### config.mk
export PLATFORM = sky130hd
export DESIGN_NAME = ps2_key_sequencer
export DESIGN_NICKNAME = d
export VERILOG_FILES = /design/src/rtl/ps2_key_sequencer_pkg.sv /design/src/rtl/ps2_key_sequencer_fifo.sv /design/src/rtl/ps2_key_sequencer.sv
export SDC_FILE = /design/constraint.sdc
export NUM_CORES = 1
export LEC_CHECK = 0
export CORE_ASPECT_RATIO = 0.8
export CORE_MARGIN = 3
export CORE_UTILIZATION = 55
export CTS_CLUSTER_SIZE = 30
export DETAILED_ROUTE_END_ITERATION = 10
export PLACE_DENSITY = 0.75
export SLEW_MARGIN = 20
export SYNTH_ARGS = -nofsm -noshare
export SYNTH_HDL_FRONTEND = slang
export SYNTH_SLANG_ARGS = --single-unit
### constraint.sdc
create_clock -name clk_25mhz -period 3.5 [get_ports clk_25mhz]
set_clock_uncertainty 0.1 [all_clocks]
set_input_delay 0.7 -clock clk_25mhz [delete_from_list [all_inputs] [get_ports clk_25mhz]]
set_output_delay 0.7 -clock clk_25mhz [all_outputs]
set_load 0.02 [all_outputs]
### src/rtl/ps2_key_sequencer_pkg.sv
// Shared scan-code constants, FSM state encoding and sequencing helpers for the
// PS/2 key sequencer.
package ps2_key_sequencer_pkg;

    localparam logic [7:0] PS2_PREFIX_EXT = 8'hE0;
    localparam logic [7:0] PS2_PREFIX_BRK = 8'hF0;
    localparam logic [7:0] PS2_LSHIFT     = 8'h12;

    typedef enum logic [3:0] {
        ST_IDLE  = 4'd0,
        ST_SH_MK = 4'd1,
        ST_EX_MK = 4'd2,
        ST_CD_MK = 4'd3,
        ST_HOLD  = 4'd4,
        ST_EX_BK = 4'd5,
        ST_F0_BK = 4'd6,
        ST_CD_BK = 4'd7,
        ST_SH_F0 = 4'd8,
        ST_SH_BK = 4'd9
    } seq_state_t;

    typedef struct packed {
        logic       shift;
        logic       extended;
        logic [7:0] code;
    } key_evt_t;

    function automatic seq_state_t first_state(input logic shift, input logic extended);
        if (shift)
            return ST_SH_MK;
        else if (extended)
            return ST_EX_MK;
        else
            return ST_CD_MK;
    endfunction

    // Successor after the current byte has been taken (or the hold has elapsed).
    function automatic seq_state_t next_state(input seq_state_t st, input logic shift,
                                              input logic extended, input logic hold_en);
        case (st)
            ST_SH_MK: return extended ? ST_EX_MK : ST_CD_MK;
            ST_EX_MK: return ST_CD_MK;
            ST_CD_MK: return hold_en ? ST_HOLD : (extended ? ST_EX_BK : ST_F0_BK);
            ST_HOLD:  return extended ? ST_EX_BK : ST_F0_BK;
            ST_EX_BK: return ST_F0_BK;
            ST_F0_BK: return ST_CD_BK;
            ST_CD_BK: return shift ? ST_SH_F0 : ST_IDLE;
            ST_SH_F0: return ST_SH_BK;
            default:  return ST_IDLE;
        endcase
    endfunction

    function automatic logic [7:0] state_byte(input seq_state_t st, input logic [7:0] code);
        case (st)
            ST_SH_MK, ST_SH_BK: return PS2_LSHIFT;
            ST_EX_MK, ST_EX_BK: return PS2_PREFIX_EXT;
            ST_F0_BK, ST_SH_F0: return PS2_PREFIX_BRK;
            ST_CD_MK, ST_CD_BK: return code;
            default:            return 8'h00;
        endcase
    endfunction

endpackage

### src/rtl/ps2_key_sequencer_fifo.sv
// Synchronous key-event FIFO with occupancy count; read data is shown ahead
// from the head entry.
module key_event_fifo #(
    parameter int DEPTH = 8,
    parameter int WIDTH = 10
) (
    input  logic                     i_clk,
    input  logic                     i_resetn,
    input  logic                     i_push,
    input  logic [WIDTH-1:0]         i_wdata,
    input  logic                     i_pop,
    output logic [WIDTH-1:0]         o_rdata,
    output logic [$clog2(DEPTH):0]   o_level,
    output logic                     o_full,
    output logic                     o_empty
);

    localparam int AW = $clog2(DEPTH);
    localparam int LW = AW + 1;

    logic [WIDTH-1:0] r_mem [DEPTH];
    logic [AW-1:0]    r_wr_ptr;
    logic [AW-1:0]    r_rd_ptr;
    logic [LW-1:0]    r_level;
    logic             w_push;
    logic             w_pop;

    assign o_full  = (r_level == LW'(DEPTH));
    assign o_empty = (r_level == '0);
    assign o_level = r_level;
    assign o_rdata = r_mem[r_rd_ptr];

    // A push while full is refused even if a pop frees a slot this cycle.
    assign w_push = i_push & ~o_full;
    assign w_pop  = i_pop & ~o_empty;

    always_ff @(posedge i_clk) begin
        if (w_push)
            r_mem[r_wr_ptr] <= i_wdata;
    end

    always_ff @(posedge i_clk) begin
        if (!i_resetn) begin
            r_wr_ptr <= '0;
            r_rd_ptr <= '0;
            r_level  <= '0;
        end else begin
            if (w_push)
                r_wr_ptr <= r_wr_ptr + AW'(1);
            if (w_pop)
                r_rd_ptr <= r_rd_ptr + AW'(1);
            case ({w_push, w_pop})
                2'b10:   r_level <= r_level + LW'(1);
                2'b01:   r_level <= r_level - LW'(1);
                default: r_level <= r_level;
            endcase
        end
    end

endmodule

### src/rtl/ps2_key_sequencer.sv
// Buffers key events and expands each into a set-2 make/break scan-code byte
// stream with optional left-shift wrapping and E0 prefixes.
module ps2_key_sequencer
    import ps2_key_sequencer_pkg::*;
#(
    parameter int FIFO_DEPTH  = 8,
    parameter int HOLD_CYCLES = 0
) (
    input  logic                          clk_25mhz,
    input  logic                          resetn,
    input  logic                          in_valid,
    output logic                          in_ready,
    input  logic [7:0]                    in_code,
    input  logic                          in_extended,
    input  logic                          in_shift,
    output logic                          out_valid,
    input  logic                          out_ready,
    output logic [7:0]                    out_byte,
    output logic                          busy,
    output logic                          overflow,
    output logic [$clog2(FIFO_DEPTH):0]   fifo_level
);

    localparam int              HW        = (HOLD_CYCLES > 1) ? $clog2(HOLD_CYCLES) : 1;
    localparam logic [HW-1:0]   HOLD_LAST = HW'((HOLD_CYCLES > 0) ? HOLD_CYCLES - 1 : 0);
    localparam logic            HOLD_EN   = (HOLD_CYCLES > 0);

    key_evt_t   w_wdata;
    key_evt_t   w_rdata;
    key_evt_t   r_evt;
    logic       w_full;
    logic       w_empty;
    logic       w_pop;
    logic       r_avail;
    seq_state_t r_state;
    seq_state_t w_first;
    seq_state_t w_nxt;
    logic [HW-1:0] r_hold_cnt;

    assign w_wdata = {in_shift, in_extended, in_code};

    key_event_fifo #(
        .DEPTH (FIFO_DEPTH),
        .WIDTH ($bits(key_evt_t))
    ) u_fifo (
        .i_clk    (clk_25mhz),
        .i_resetn (resetn),
        .i_push   (in_valid),
        .i_wdata  (w_wdata),
        .i_pop    (w_pop),
        .o_rdata  (w_rdata),
        .o_level  (fifo_level),
        .o_full   (w_full),
        .o_empty  (w_empty)
    );

    assign in_ready = ~w_full;
    assign busy     = (r_state != ST_IDLE) | ~w_empty;

    // Pop is qualified by a registered non-empty flag, which sets the two-edge
    // accept-to-output latency and the one idle cycle between events.
    assign w_pop   = (r_state == ST_IDLE) & r_avail & ~w_empty;
    assign w_first = first_state(w_rdata.shift, w_rdata.extended);
    assign w_nxt   = next_state(r_state, r_evt.shift, r_evt.extended, HOLD_EN);

    always_ff @(posedge clk_25mhz) begin
        if (!resetn) begin
            r_state    <= ST_IDLE;
            r_evt      <= '0;
            r_avail    <= 1'b0;
            r_hold_cnt <= '0;
            out_valid  <= 1'b0;
            out_byte   <= 8'h00;
            overflow   <= 1'b0;
        end else begin
            r_avail  <= ~w_empty;
            overflow <= in_valid & w_full;
            case (r_state)
                ST_IDLE: begin
                    if (w_pop) begin
                        r_evt     <= w_rdata;
                        r_state   <= w_first;
                        out_valid <= 1'b1;
                        out_byte  <= state_byte(w_first, w_rdata.code);
                    end
                end
                ST_HOLD: begin
                    if (r_hold_cnt == HOLD_LAST) begin
                        r_state   <= w_nxt;
                        out_valid <= 1'b1;
                        out_byte  <= state_byte(w_nxt, r_evt.code);
                    end else begin
                        r_hold_cnt <= r_hold_cnt + HW'(1);
                    end
                end
                default: begin
                    if (out_ready) begin
                        r_state    <= w_nxt;
                        r_hold_cnt <= '0;
                        out_valid  <= (w_nxt != ST_IDLE) && (w_nxt != ST_HOLD);
                        out_byte   <= state_byte(w_nxt, r_evt.code);
                    end
                end
            endcase
        end
    end

endmodule

==> out/results.ini, run 1 <==
[synthesis]
synth_edf_count=80
postSynthAreaPerCell_sq_um=14.3
syn-num-nets=366
netlist-cell-type-count=54
total_standard_cell_area_after_synthesis_sq_um=4940
synthesis.instances=346
list_of_most_frequent_post_synthesis_cells=80 x sky130_fd_sc_hd__edfxtp_1, 38 x sky130_fd_sc_hd__dfxtp_1, 26 x sky130_fd_sc_hd__nand2_1
synth_top_cell_area_share_pct=48.6
ys_async_sr_fraction_pct=0
dominantRegCellSynth=sky130_fd_sc_hd__edfxtp_1
yosysWarnings=0
seq_area_frac_synth_pct=64.0
yosys.cell_count.top_type=sky130_fd_sc_hd__edfxtp_1
yosysTopAreaCell=sky130_fd_sc_hd__edfxtp_1
number_of_storage_elements_in_the_synthesis_netlist=118
synth.area.top_cells=sky130_fd_sc_hd__edfxtp_1 49%, sky130_fd_sc_hd__dfxtp_1 15%, sky130_fd_sc_hd__mux4_2 7.3%

[detailed_routing]
first_iter_violations=284
drtAntennaViolNets=0
post_drt_via_cell_ratio=5.86
drt_wl_total_microns=9630
routed-via-count=3018
post-route-drc-count=0
routed_wire_length_per_instance_microns=18.7
tritonroute_pass_1_iters=4

[critical_path]
crit_required_ps=2700
endpoint_kind=output pin
slowest_delay_ps=560
worst_setup_path_start_kind=register
critical_path_arrival_ps=2190
path_buf_inv=1
family_with_the_most_delay_on_the_worst_path=simple AND/OR/NAND/NOR gates
endpoint_of_the_most_critical_register_to_register_path=u_fifo.o_level[3]$_SDFFE_PN0P_
rr_worst_depth=10
regToRegSetupSlack_ps=660
cp_max_fo=17
path_cells=nor4_1 > nand2_1 > clkdlybuf4s50_1
timing.critical_path.slowest_stage_cell=sky130_fd_sc_hd__clkdlybuf4s50_1
r2r-start=u_fifo.o_level[0]$_SDFFE_PN0P_
worst-setup-path-type=register to output pin

[global_routing]
grt_start_max_net_pins=30
via_count_of_the_first_global_routing_pass=2974
first_pass_grt_wire_length_microns=15500
globalRouteTotalUtil_pct=20.4
globalRouteOverflowTotal=0
grt_antenna_before_repair=0

[flow_run]
drv_cap=0

[power_and_ir_drop]
vdd_ir_max_mv=0.599
post-layout-total-power_w=0.00398
power.share.sequential_pct=42.6
combinationalPowerShare_pct=20.2
pwr_density_cell_nw_per_um2=675
sw_share_pct=29.2
clockPowerShare_pct=37.2
cellLeakagePower_nw=2.02
internal_power_w=0.00282
net-switching-power_w=0.00116

[place]
detailedPlacementHpwl_microns=6210
buffer_ports.inserted=29
preCtsSetupSlack_ps=392
gp_congestion=0.796
dp_cells=483

[floorplan]
die_y_microns=90.8
start_util_pct=57.5
num_rows=30
ioPinCount=30
design.die.area_sq_um=10200
dieWidth_microns=112
core_region_area_sq_um=8600

[clocking]
cts_max_path_buffers=2
ctsRootBufferMaster=sky130_fd_sc_hd__clkbuf_8
cts_buffers=17
cts_resized=0
clock_insertion_delay_worst_skew_ps=510
hold_buffers=0
worst_setup_hold_path_clk_slew_ps=60
clock_sinks=118
post-cts-setup-buffers=0
cts_max_level=4
tritoncts=yes

[timing]
rsz0062_at_grt=no
finalWorstSetupSlack_ps=510
period_needed_ps=2990
finalHoldViolCount=0
setup-tns-final_ps=0
drv_slew=0
clock.fmax_ghz=0.334
tightestPinTransition_ps=938
timing.final.setup_violations=0
slew-limit-headroom_pct=37.5
final.period_utilization_pct=85.4

[layout]
antenna_cells_inserted=0
fin_cells=515
layout-drive-gt1-share_pct=17.9
finish.net_count=410
area.growth.synth_to_final_pct=19.4

[worst_hold_path]
min_delay_worst_endpoint=out_byte[5]$_SDFFE_PN0P_
timing.hold.worst.start=r_evt[5]$_SDFFE_PN0P_
whs_path_depth=2
worstHoldPathType=register to register

[outcome]
status=completed

power groups by stage:
stage | sequential (W) | clock, W | combinational (W)
floorplan | 0.00172 | 0 | 0.000552
global placement | 0.00171 | 0 | 0.000780
detailed placement | 0.00172 | 0 | 0.000795
CTS | 0.00169 | 0.00152 | 0.000806
global route | 0.00171 | 0.00158 | 0.000881
finish | 0.00169 | 0.00148 | 0.000804
how the worst max path moves through the flow:
stage                                     end  depth (start not counted)                    start
2_1_floorplan  u_fifo.o_level[3]$_SDFFE_PN0P_                         12  r_state[0]$_SDFFE_PN0P_
3_3_place_gp   u_fifo.o_level[3]$_SDFFE_PN0P_                         10                 in_valid
3_5_place_dp   u_fifo.o_level[3]$_SDFFE_PN0P_                         10                 in_valid
4_1_cts                                  busy                          3  r_state[0]$_SDFFE_PN0P_
5_1_grt                                  busy                          3  r_state[0]$_SDFFE_PN0P_
6_report                                 busy                          3  r_state[0]$_SDFFE_PN0P_
worst reg2reg max path, cell delays in order, from the launching register on:
cell and delay, ps:
sky130_fd_sc_hd__dfxtp_1 380, sky130_fd_sc_hd__nor4b_1 510, sky130_fd_sc_hd__nor2b_1 130, sky130_fd_sc_hd__inv_1 220
sky130_fd_sc_hd__ha_1 250, sky130_fd_sc_hd__ha_1 250, sky130_fd_sc_hd__a21o_1 180, sky130_fd_sc_hd__a21oi_1 180
sky130_fd_sc_hd__xnor2_1 100, sky130_fd_sc_hd__or3_1 300, sky130_fd_sc_hd__a21boi_0 160
cell families (layout without fill, tap and decap cells):
kind of cell | after synthesis | count (layout) | synth area share [%]
muxes | 37 | 37 | 11.8
adders and majority gates | 6 | 6 | 1.67
and+or+nand+nor | 89 | 89 | 9.75
DFF | 118 | 118 | 64.0
xor gates and xnor gates | 9 | 9 | 1.60
buffers and inverters | 25 | 82 | 2.68
AOI/OAI and AO/OA | 62 | 62 | 8.43
flip-flops by register name, summed over array words and instances, names as in the netlist, named ones only:
| signal | cells |
|---|---|
| u_fifo.o_level | 4 |
| r_state | 4 |
| u_fifo.r_rd_ptr | 3 |
| r_evt | 10 |
| overflow | 1 |
| out_byte | 8 |
| u_fifo.r_wr_ptr | 3 |
| r_avail | 1 |
| u_fifo.r_mem | 80 |
| out_valid | 1 |
cells in the final DEF, fill, tap and decap left out, types with 6 or more instances in the layout:
master | Yosys | routed
sky130_fd_sc_hd__clkbuf_16 | 0 | 16
sky130_fd_sc_hd__mux2i_1 | 13 | 13
sky130_fd_sc_hd__inv_1 | 6 | 6
sky130_fd_sc_hd__buf_4 | 1 | 15
sky130_fd_sc_hd__nor2b_1 | 18 | 18
sky130_fd_sc_hd__edfxtp_1 | 80 | 80
sky130_fd_sc_hd__a21oi_1 | 9 | 9
sky130_fd_sc_hd__dfxtp_1 | 38 | 38
sky130_fd_sc_hd__clkdlybuf4s50_1 | 0 | 29
sky130_fd_sc_hd__nand2_1 | 26 | 26
sky130_fd_sc_hd__o21ai_0 | 19 | 19
sky130_fd_sc_hd__nor3_1 | 7 | 7
sky130_fd_sc_hd__a31oi_1 | 7 | 7
sky130_fd_sc_hd__nor2_1 | 9 | 9
sky130_fd_sc_hd__mux4_2 | 16 | 16
sky130_fd_sc_hd__and2_1 | 6 | 6
cell type report:
class / instances / area [sq um]
fillers: 592 / 2700
clock inverters: 15 / 105
well taps: 112 / 140
inverters: 6 / 22.5
multi-input cells: 203 / 1650
repair buffers: 44 / 403
clock buffers: 17 / 414
flip-flops and latches: 118 / 3160
per-stage QoR:
stage	instance area [sq um]	utilization, %	hold slack (ps)
after floorplan	4940	-	348
after global routing	5900	68.6	402
final	5900	68.6	377
after CTS	5900	68.6	380
after global placement	5380	62.6	365
after detailed placement	5380	62.6	371
routing by layer:
layer  track usage (%)  vias to the layer above  routed length, microns
met5                 0                        -                       0
met4              6.41                        0                      96
met3              7.64                       10                     618
met2              30.9                      105                    4600
met1              27.4                     1489                    4320
li1                  -                     1414                       -
Power figures use the tool's default switching activity.
==> run 2: changes to the inputs <==
Settings changed: CORE_UTILIZATION 55 to 45, PLACE_DENSITY 0.75 to not set.
==> run 2 against run 1 <==
  * Via count shrank 2.6%
  * Die area grew 21%
  * Design area grew 1.7%
  * Sequential share of layout area shrank 0.91 points
  * Combinational power shrank 1%
  * Critical path depth is the same
  * Non-clock buffer count shrank 1
  * Global-route usage shrank 2.5 points
  * Wire length grew 2.2%
  * Register-to-register slack gained 60 ps
  * Critical endpoint unchanged
==> out/results.ini, run 2 (same netlist as run 1, synthesis figures left out) <==
[outcome]
status=completed

[floorplan]
num_rows=33
dieWidth_microns=123
start_util_pct=47.1
design.die.area_sq_um=12300
core_region_area_sq_um=10500
die_y_microns=99.7
ioPinCount=30

[critical_path]
worst_setup_path_start_kind=register
worst-setup-path-type=register to output pin
cp-startpoint=r_state[0]$_SDFFE_PN0P_
r2r-start=r_state[0]$_SDFFE_PN0P_
cp_max_fo=17
critical_path_arrival_ps=2130
family_with_the_most_delay_on_the_worst_path=simple AND/OR/NAND/NOR gates
slowest_delay_ps=580
path_buf_inv=1
endpoint_kind=output pin
crit_required_ps=2700
timing.critical_path.slowest_stage_cell=sky130_fd_sc_hd__nor4_1
path_cells=nor4_1 > nand2_1 > clkdlybuf4s50_1

[place]
placed_area_sq_um=5410
buffer_ports.inserted=29
gp_congestion=0.845
dp_cells=510
detailedPlacementHpwl_microns=6260

[global_routing]
grt_start_max_net_pins=25
globalRouteTotalUtil_pct=17.9
first_pass_grt_wire_length_microns=16100
via_count_of_the_first_global_routing_pass=2890
globalRouteOverflowTotal=0
grt_antenna_before_repair=0

[clocking]
tritoncts=yes
cts_max_path_buffers=2
worst_setup_hold_path_clk_slew_ps=50
clock_insertion_delay_worst_skew_ps=410
ctsRootBufferMaster=sky130_fd_sc_hd__clkbuf_16
post-cts-setup-buffers=0
cts_buffers=17
hold_buffers=0
cts_max_level=4
clock_sinks=118
cts_resized=0

[detailed_routing]
drtAntennaViolNets=0
drt_wl_total_microns=9840
post-route-drc-count=0
routed-via-count=2939
post_drt_via_cell_ratio=5.42
first_iter_violations=316
routed_wire_length_per_instance_microns=18.2
tritonroute_pass_1_iters=4

[timing]
tightestPinTransition_ps=798
timing.final.setup_violations=0
slew-limit-headroom_pct=46.8
hold_ws_ps=379
finalHoldViolCount=0
setup-tns-final_ps=0
period_needed_ps=2930
final.period_utilization_pct=83.6
rsz0062_at_grt=no
drv_slew=0
clock.fmax_ghz=0.342

[layout]
fin_cells=542
largest_reg_flops=80
area.growth.synth_to_final_pct=21.5
layout_common_cells=80 x sky130_fd_sc_hd__edfxtp_1, 38 x sky130_fd_sc_hd__dfxtp_1, 29 x sky130_fd_sc_hd__clkdlybuf4s50_1, 26 x sky130_fd_sc_hd__nand2_1, 19 x sky130_fd_sc_hd__o21ai_0
finish.net_count=409
antenna_cells_inserted=0
layout-drive-gt1-share_pct=16.2
top_register_by_number_of_flip_flops=u_fifo.r_mem
fin_area_sq_um=6000
final_common_cell=sky130_fd_sc_hd__edfxtp_1
largest_registers=u_fifo.r_mem x80, r_evt x10, out_byte x8

[power_and_ir_drop]
cellLeakagePower_nw=2.05
vdd_ir_max_mv=0.497
pwr_density_cell_nw_per_um2=703

[flow_run]
drv_cap=0

[worst_hold_path]
worstHoldPathType=register to register
timing.hold.worst.start=r_evt[7]$_SDFFE_PN0P_

-- run 2: changes by cell type in the layout (fill, tap and decap cells not counted) --
cell	delta
sky130_fd_sc_hd__clkinv_1	+5
sky130_fd_sc_hd__bufinv_16	+4
sky130_fd_sc_hd__inv_6	-4
sky130_fd_sc_hd__clkinvlp_4	-3
sky130_fd_sc_hd__clkinv_4	-2
sky130_fd_sc_hd__buf_4	-1
sky130_fd_sc_hd__clkbuf_1	+1
sky130_fd_sc_hd__clkbuf_16	+1
sky130_fd_sc_hd__clkbuf_8	-1
sky130_fd_sc_hd__clkinv_2	-1
-- run 2: area by class of cell --
| type | instances | area (sq um) |
|---|---|---|
| Clock buffer | 18 | 429 |
| Clock inverter | 14 | 164 |
| Fill cell | 856 | 4490 |
| Inverter | 6 | 22.5 |
| Multi-Input combinational cell | 203 | 1650 |
| Sequential cell | 118 | 3160 |
| Tap cell | 140 | 175 |
| Timing Repair Buffer | 43 | 395 |
-- run 2: worst register-to-register path, stage by stage, from the launching register on --
cell and delay, ps:
sky130_fd_sc_hd__dfxtp_1 480, sky130_fd_sc_hd__or4_4 650, sky130_fd_sc_hd__nor2_4 140, sky130_fd_sc_hd__ha_1 200
sky130_fd_sc_hd__ha_1 250, sky130_fd_sc_hd__a21o_1 170, sky130_fd_sc_hd__a21oi_1 170, sky130_fd_sc_hd__xnor2_1 100
sky130_fd_sc_hd__or3_1 300, sky130_fd_sc_hd__a21boi_0 150
-- run 2: per-stage QoR --
step           power (W)  worst slack [ps]  util (%)
2_1_floorplan    0.00227               554         -
3_3_place_gp     0.00250               477      51.6
3_5_place_dp     0.00251               438      51.6
4_1_cts          0.00427               564      57.2
5_1_grt          0.00443               468      57.2
6_report         0.00422               573      57.2
-- run 2: worst paths after layout --
path / depth (start not counted) / to / slack, ps
setup / recovery: 3 / busy / 570
hold / removal: 2 / out_byte[7]$_SDFFE_PN0P_ / 380
setup reg to reg: 9 / u_fifo.o_level[3]$_SDFFE_PN0P_ / 720
hold reg to reg: 2 / out_byte[7]$_SDFFE_PN0P_ / 380
-- run 2: per-layer routing --
| layer | part of all wire (%) | global-route usage, % | wire length [microns] | vias up |
|---|---|---|---|---|
| met5 | 0 | 0 | 0 | - |
| met4 | 1.1 | 7.66 | 110 | 0 |
| met3 | 3.9 | 4.66 | 379 | 10 |
| met2 | 46 | 25.9 | 4520 | 51 |
| met1 | 49 | 25.6 | 4840 | 1468 |
| li1 | - | - | - | 1410 |
-- run 2: power breakdown --
group	internal, W	switching [W]	leakage [nW]	total [W]
clock	0.00117	0.000566	0.286	0.00173
sequential	0.00159	0.0000979	1.04	0.00169
combinational	0.000360	0.000433	0.728	0.000793
total	0.00312	0.00110	2.05	0.00422
